===== config.mk =====
export PLATFORM = sky130hd
export DESIGN_NAME = uart_core
export DESIGN_NICKNAME = d
export VERILOG_FILES = /design/src/rtl/uart_core.sv
export SDC_FILE = /design/constraint.sdc
export NUM_CORES = 1
export LEC_CHECK = 0
export BUFFER_PORTS_ARGS = -buffer_cell sky130_fd_sc_hd__buf_2
export CAP_MARGIN = 20
export CORE_MARGIN = 2
export CORE_UTILIZATION = 32
export CTS_CLUSTER_DIAMETER = 50
export DETAILED_ROUTE_END_ITERATION = 8
export PLACE_DENSITY_LB_ADDON = 0.15
export SYNTH_ARGS = -nofsm -noshare
export SYNTH_HDL_FRONTEND = slang
export SYNTH_SLANG_ARGS = --single-unit

===== constraint.sdc =====
create_clock -name clk -period 5.8 [get_ports clk]
set_clock_uncertainty 0.1 [all_clocks]
set_input_delay 0.29 -clock clk [delete_from_list [all_inputs] [get_ports clk]]
set_output_delay 0.29 -clock clk [all_outputs]
set_load 0.02 [all_outputs]

===== src/rtl/uart_core.sv =====
// ---------------------------------------------------------------------------
// uart_core
//   Full-duplex 8N1 UART: 1 start bit, 8 data bits LSB first, 1 stop bit.
//   There is a one-byte transmit holding register and a one-byte receive
//   holding register. TX and RX run fully independently.
//
// Parameters
//   CLKS_PER_BIT  clock cycles per serial bit (2 .. 65535)
//
// Ports
//   clk     in   system clock, rising edge
//   rst_n   in   asynchronous active-low reset
//   din     in   [7:0] byte to transmit
//   wr_en   in   write request, accepted while wr_rdy=1
//   wr_rdy  out  transmitter idle, can accept a byte
//   tx      out  serial output, idles high
//   rx      in   serial input, idles high, asynchronous to clk
//   rd_en   in   read acknowledge, consumes the byte while rd_rdy=1
//   rd_rdy  out  received byte valid on dout
//   dout    out  [7:0] last received byte
// ---------------------------------------------------------------------------
module uart_core #(
    parameter int CLKS_PER_BIT = 8
) (
    input  logic       clk,
    input  logic       rst_n,
    input  logic [7:0] din,
    input  logic       wr_en,
    output logic       wr_rdy,
    output logic       tx,
    input  logic       rx,
    input  logic       rd_en,
    output logic       rd_rdy,
    output logic [7:0] dout
);

    localparam int CNT_W = 16;
    localparam logic [CNT_W-1:0] BIT_LAST  = CNT_W'(CLKS_PER_BIT - 1);
    // The start bit is checked CLKS_PER_BIT/2 cycles after the falling edge.
    localparam logic [CNT_W-1:0] HALF_LAST = CNT_W'(CLKS_PER_BIT / 2 - 1);

    typedef enum logic [1:0] {
        S_IDLE  = 2'd0,
        S_START = 2'd1,
        S_DATA  = 2'd2,
        S_STOP  = 2'd3
    } state_t;

    // -----------------------------------------------------------------------
    // Transmitter
    // -----------------------------------------------------------------------
    state_t           r_tx_state;
    state_t           w_tx_next;
    logic [CNT_W-1:0] r_tx_cnt;
    logic [2:0]       r_tx_bit;
    logic [7:0]       r_tx_shift;
    logic             w_tx_bit_end;
    logic             w_tx_accept;

    assign w_tx_bit_end = (r_tx_cnt == BIT_LAST);
    assign w_tx_accept  = (r_tx_state == S_IDLE) && wr_en;

    always_ff @(posedge clk or negedge rst_n) begin
        if (!rst_n) begin
            r_tx_state <= S_IDLE;
        end else begin
            r_tx_state <= w_tx_next;
        end
    end

    always_comb begin
        w_tx_next = r_tx_state;
        case (r_tx_state)
            S_IDLE:  if (wr_en) w_tx_next = S_START;
            S_START: if (w_tx_bit_end) w_tx_next = S_DATA;
            S_DATA:  if (w_tx_bit_end && (r_tx_bit == 3'd7)) w_tx_next = S_STOP;
            S_STOP:  if (w_tx_bit_end) w_tx_next = S_IDLE;
            default: w_tx_next = S_IDLE;
        endcase
    end

    // Outputs decode straight from the state register, so reset forces the
    // line high without waiting for a clock edge.
    always_comb begin
        tx     = 1'b1;
        wr_rdy = 1'b0;
        case (r_tx_state)
            S_IDLE:  wr_rdy = 1'b1;
            S_START: tx     = 1'b0;
            S_DATA:  tx     = r_tx_shift[0];
            S_STOP:  tx     = 1'b1;
            default: tx     = 1'b1;
        endcase
    end

    always_ff @(posedge clk or negedge rst_n) begin
        if (!rst_n) begin
            r_tx_cnt   <= '0;
            r_tx_bit   <= '0;
            r_tx_shift <= '0;
        end else if (w_tx_accept) begin
            r_tx_shift <= din;
            r_tx_cnt   <= '0;
            r_tx_bit   <= '0;
        end else if (r_tx_state != S_IDLE) begin
            if (w_tx_bit_end) begin
                r_tx_cnt <= '0;
                if (r_tx_state == S_DATA) begin
                    r_tx_shift <= {1'b0, r_tx_shift[7:1]};
                    r_tx_bit   <= r_tx_bit + 3'd1;
                end
            end else begin
                r_tx_cnt <= r_tx_cnt + 1'b1;
            end
        end
    end

    // -----------------------------------------------------------------------
    // Receiver
    // -----------------------------------------------------------------------
    logic             r_rx_meta;
    logic             r_rx_sync;
    logic             r_rx_prev;
    state_t           r_rx_state;
    state_t           w_rx_next;
    logic [CNT_W-1:0] r_rx_cnt;
    logic [2:0]       r_rx_bit;
    logic [7:0]       r_rx_shift;
    logic             r_rx_ferr;
    logic [7:0]       r_dout;
    logic             r_rd_rdy;
    logic             w_rx_fall;
    logic             w_rx_half;
    logic             w_rx_full;
    logic             w_rx_done;
    logic             w_rx_ferr_set;

    // Two-flop synchronizer; r_rx_prev gives the edge detector its history.
    always_ff @(posedge clk or negedge rst_n) begin
        if (!rst_n) begin
            r_rx_meta <= 1'b1;
            r_rx_sync <= 1'b1;
            r_rx_prev <= 1'b1;
        end else begin
            r_rx_meta <= rx;
            r_rx_sync <= r_rx_meta;
            r_rx_prev <= r_rx_sync;
        end
    end

    assign w_rx_fall = r_rx_prev & ~r_rx_sync;
    assign w_rx_half = (r_rx_cnt == HALF_LAST);
    assign w_rx_full = (r_rx_cnt == BIT_LAST);

    always_ff @(posedge clk or negedge rst_n) begin
        if (!rst_n) begin
            r_rx_state <= S_IDLE;
        end else begin
            r_rx_state <= w_rx_next;
        end
    end

    always_comb begin
        w_rx_next = r_rx_state;
        case (r_rx_state)
            S_IDLE:  if (w_rx_fall) w_rx_next = S_START;
            S_START: if (w_rx_half) w_rx_next = r_rx_sync ? S_IDLE : S_DATA;
            S_DATA:  if (w_rx_full && (r_rx_bit == 3'd7)) w_rx_next = S_STOP;
            S_STOP: begin
                // After a framing error, hold here until the line is high
                // again so the low stop bit is not taken as a new start.
                if (r_rx_ferr) begin
                    if (r_rx_sync) w_rx_next = S_IDLE;
                end else if (w_rx_full && r_rx_sync) begin
                    w_rx_next = S_IDLE;
                end
            end
            default: w_rx_next = S_IDLE;
        endcase
    end

    always_comb begin
        w_rx_done     = 1'b0;
        w_rx_ferr_set = 1'b0;
        if ((r_rx_state == S_STOP) && !r_rx_ferr && w_rx_full) begin
            w_rx_done     = r_rx_sync;
            w_rx_ferr_set = ~r_rx_sync;
        end
    end

    always_ff @(posedge clk or negedge rst_n) begin
        if (!rst_n) begin
            r_rx_cnt   <= '0;
            r_rx_bit   <= '0;
            r_rx_shift <= '0;
            r_rx_ferr  <= 1'b0;
        end else begin
            case (r_rx_state)
                S_IDLE: begin
                    r_rx_cnt  <= '0;
                    r_rx_bit  <= '0;
                    r_rx_ferr <= 1'b0;
                end
                S_START: begin
                    r_rx_cnt <= w_rx_half ? '0 : r_rx_cnt + 1'b1;
                end
                S_DATA: begin
                    if (w_rx_full) begin
                        r_rx_cnt   <= '0;
                        r_rx_shift <= {r_rx_sync, r_rx_shift[7:1]};
                        r_rx_bit   <= r_rx_bit + 3'd1;
                    end else begin
                        r_rx_cnt <= r_rx_cnt + 1'b1;
                    end
                end
                default: begin
                    r_rx_cnt <= w_rx_full ? '0 : r_rx_cnt + 1'b1;
                    if (w_rx_ferr_set) r_rx_ferr <= 1'b1;
                end
            endcase
        end
    end

    // A completed byte wins over a simultaneous read acknowledge, and
    // overwrites an unread byte (newest wins).
    always_ff @(posedge clk or negedge rst_n) begin
        if (!rst_n) begin
            r_dout   <= '0;
            r_rd_rdy <= 1'b0;
        end else if (w_rx_done) begin
            r_dout   <= r_rx_shift;
            r_rd_rdy <= 1'b1;
        end else if (rd_en && r_rd_rdy) begin
            r_rd_rdy <= 1'b0;
        end
    end

    assign dout   = r_dout;
    assign rd_rdy = r_rd_rdy;

endmodule


# Word level (Yosys, flattened, before mapping)
# Cells that the tools add are included.
# word_totals
ff_bits,71
output_inout_bits,11
word_cells,103
# classes
addsub,4
n_eq_ne,21
muxes,37
bitwise_logic,3
reduce_logical,24
# ops
op,n
16-bit two-way mux,5
"16-bit by 1-bit adder with 16-bit output, second input constant",2
"16-bit by 3-bit == test with 1-bit output, second input constant",2
8-bit two-way mux,4
16-bit one-hot mux with 2 select lines,1
2-bit two-way mux,11
"16-bit by 2-bit == test with 1-bit output, second input constant",1
"2-bit != test, second input constant",8
2-bit one-hot mux with 4 select lines,2
3-bit two-way mux,5
2-bit nonzero test,7
"2-bit == test, second input constant",4
1-bit logical AND,7
"3-bit by 1-bit adder with 3-bit output, second input constant",2
"3-bit == test, second input constant",2
1-bit two-way mux,6
"3-bit != test, second input constant",2
3-bit one-hot mux with 2 select lines,1
2-bit AND reduction,3
5-bit AND reduction,1
"2-bit by 1-bit == test with 1-bit output, second input constant",2
2-bit zero test,2
1-bit one-hot mux with 2 select lines,2
4-bit AND reduction,1
5 further kinds,6

# Depth between registers and ports, before layout
# depth
word_depth,6
ltp_mapped,7
ltp_nobuf,7

# Worst setup path before layout
# OpenSTA, ideal clock, no wires.
# synth_path
path_kind,flip-flop to flip-flop
startpoint,register r_rx_cnt[0]
endpoint,register (tool-made name)
arrival_time_ns,2.077
required_ns,5.621
setup_slack_ns,3.543
stages_incl_launch_ff,7
n_path_buf,0
period_less_slack_ns,2.257
path_cell_list,dfrtp_1 > ha_1 > or4b_4 > nor4_4 > o22ai_2 > a211oi_2 > mux2i_1
# synth_rtl
item,line,rtl
start: declaration,126,logic [CNT_W-1:0] r_rx_cnt;
start signal: assignment,205,r_rx_cnt <= w_rx_half ? '0 : r_rx_cnt + 1'b1;
start signal: assignment,213,r_rx_cnt <= r_rx_cnt + 1'b1;
start signal: assignment,217,r_rx_cnt <= w_rx_full ? '0 : r_rx_cnt + 1'b1;

==> flow_metrics.tcl <==
set metrics [dict create \
    path_buf_inv 0 \
    drive_above_1_share_pct 19.3 \
    io-pin-count 24 \
    fp.coreArea_mm2 0.0107 \
    placed_cell_area_mm2 0.00375 \
    drc_errors 0 \
    buffer_ports.inserted 23 \
    mappedNetlistNets 360 \
    fp.dieW_um 108 \
    routed_wirelength_um 6530 \
    clk_transition_reported_paths_ns 0.08 \
    timing_worst_setup_path_type "reg -> reg" \
    grt_usage_pct 12.6 \
    fillers 1068 \
    yosys_register_bits 71 \
    achievable-frequency_ghz 0.405 \
    synth-main-ff-cell "dfrtp_1" \
    first_global_vias 2408 \
    die_height_um 108 \
    cpPeakStageDelay_ns 0.51 \
    drtPass1Iterations 4 \
    data_required_time_at_the_worst_endpoint_ns 5.97 \
    initial_utilization_pct 32.5 \
    rsz0062_at_grt "false" \
    synth_most_common_cell "dfrtp_1" \
    yosys.area.top_type "dfrtp_1" \
    irDropWorstVdd_mv 0.254 \
    post-route-period-util_pct 42.5 \
    final_hold_vios 0 \
    critPathTopFamily "compound AO/OA/AOI/OAI gates" \
    vias_per_cell 4.84 \
    regToRegStartpoint "r_rx_cnt[0]$_DFF_PN0_" \
    startpoint "r_rx_cnt[0]$_DFF_PN0_" \
    synth-seq-area-share_pct 51.3 \
    yosys_warnings 0 \
    postLayoutCoreUtil_pct 37.1 \
    outcome "complete, no violations" \
    drv.max_cap_violation_count 0 \
    postCtsSetupRepairBufs 0 \
    clock_tree.buffer_depth 2 \
    clk_root_buffer_cell "clkbuf_8" \
    timing.hold.ws_ns 0.0283 \
    first_iter_violations 72 \
    htree_num_levels 3 \
    synthDominantCellAreaShare_pct 49.0 \
    dr_total_vias 2459 \
    route.detailed.wl_per_inst_um 12.8 \
    ys_top_cells_by_count "dfrtp_1 (68), nor2_1 (30), o21ai_0 (30)" \
    worst_path_cell_chain "ha_1, or4b_4, o41ai_1, o2111ai_1, a211oi_2, mux2i_1" \
    p_total_mw 1.53 \
    ctsResizeCount 0 \
    maxSlewViolCount 0 \
    endpoint_kind "flip-flop" \
    timing_worst_slew_pin_value_ns 0.906 \
    finish.net_count 390 \
    worstSetupStartpointType "flip-flop" \
    syn_to_final_growth_pct 14.2 \
    cell_area_after_layout_mm2 0.00397 \
    pwr_density_cell_mw_per_mm2 385 \
    hold_path_class "in -> async" \
    fp.dieArea_mm2 0.0117 \
    antenna_violating_nets_post_route 0 \
    post-route-min-period_ns 2.47 \
    leakage_nw 1.79 \
    gp_congestion 0.722 \
    global_route.overflow_total 0 \
    post_synth_inst_count 333 \
    grt_max_degree 72 \
    worstSkewPairLatency_ns 0.35 \
    rows 38 \
    synth_async_sr_flop_share_pct 100 \
    initial_antenna_violation_count 0 \
    synth.lib_cells_used.distinct 45 \
    tritoncts.num_buffers 9 \
    synthesis.area_mm2 0.00347 \
    synth_top_cells_by_area "dfrtp_1 (49%), mux2_2 (5.5%), ha_1 (5.0%), o21ai_0 (4.3%), mux2i_1 (3.5%)" \
    arrival_ns 2.64 \
    tritoncts "yes" \
    final.setup.tns_ns 0 \
    syn_area_per_cell_um2 10.4 \
    worst_slew_margin_rel_pct 39.6 \
    setup-violations-final 0 \
    sink_count 71 \
    critPathSlowestCell "or4b_4" \
    place.detailed.hpwl_um 4350 \
    synth_edf_count 0 \
    critical_path.max_fanout 4 \
    num_antenna_cells 0 \
    grt_pass1_wl_um 11500 \
]
logic make-up after synthesis:
logic type | share of synthesized area (%)
AO/OA/AOI/OAI | 10.7
XOR/XNOR | 4.29
adder cells (fa/ha/maj) | 5.04
buffers and inverters | 2.74
flip-flops | 51.3
multiplexers | 8.97
AND/OR/NAND/NOR | 17.0
path summary, 6_finish.rpt:
kind                            depth (start not counted)                        end  slack, ns
worst max-delay path                                    6                  flip-flop       3.33
worst min-delay path                                    2        dout[0]$_DFFE_PN0P_       0.03
worst max register to register                          6                  flip-flop       3.33
worst min register to register                          0        r_rx_sync$_DFF_PN1_       0.26
max in group asynchronous                               2      r_rx_cnt[8]$_DFF_PN0_       4.95
min in group clk                                        3  r_tx_shift[7]$_DFFE_PN0P_       0.08
layout make-up:
class                           count  area, um2  share of cell area (%)
Clock inverter                      6       68.8                    1.73
Timing Repair Buffer               28        158                    3.97
Clock buffer                       10        128                    3.22
Multi-Input combinational cell    237       1600                    40.3
Sequential cell                    71       1780                    44.9
Tap cell                          140        175                    4.42
Inverter                           16       60.1                    1.51
sequential cells by signal (all words and copies together), names as in the netlist, named ones only:
register,count
r_rx_prev,1
r_tx_state,2
r_rx_sync,1
dout,8
r_tx_bit,3
r_rx_cnt,16
rd_rdy,1
r_rx_bit,3
r_rx_shift,8
r_tx_shift,8
r_rx_ferr,1
r_rx_meta,1
r_tx_cnt,16
r_rx_state,1
routing by layer:
| layer | global-route usage (%) | vias up | part of all wire, % |
|---|---|---|---|
| met5 | 0 | - | 0 |
| met1 | 16.2 | 1180 | 47 |
| met2 | 19.7 | 36 | 47 |
| li1 | - | 1233 | - |
| met4 | 4.85 | 0 | 1.7 |
| met3 | 4.10 | 10 | 3.7 |
what timing repair did:
item / in CTS / in global routing
hold buffers: 2 / 0
setup endpoints to repair: 0 / 0
hold endpoints to repair: 2 / 0
report_power, final:
group / internal (mW) / switching [mW] / total, mW
Combinational: 0.199 / 0.298 / 0.496
Clock: 0.202 / 0.195 / 0.397
Sequential: 0.573 / 0.0591 / 0.632
Total: 0.974 / 0.552 / 1.53
layout by cell type, fill, tap and decap left out, types with 5 or more instances in the layout:
master    count
dfrtp_1      68
nor2_1       30
o21ai_0      30
nand2_1      28
buf_2        23
a21oi_1      18
mux2_2       17
nand3_1      16
inv_1        16
ha_1         14
mux2i_1      12
xnor2_1      10
clkbuf_8      9
nand4_1       7
xor2_1        7
nor3_1        7
nand2b_1      5
metrics by stage:
stage	instances	worst slack [ns]
5_1_grt	508	3.14
4_1_cts	508	3.34
3_3_place_gp	489	3.26
6_report	508	3.33
2_1_floorplan	333	3.54
3_5_place_dp	490	3.35
No activity file was read; power rests on OpenSTA's default activity.
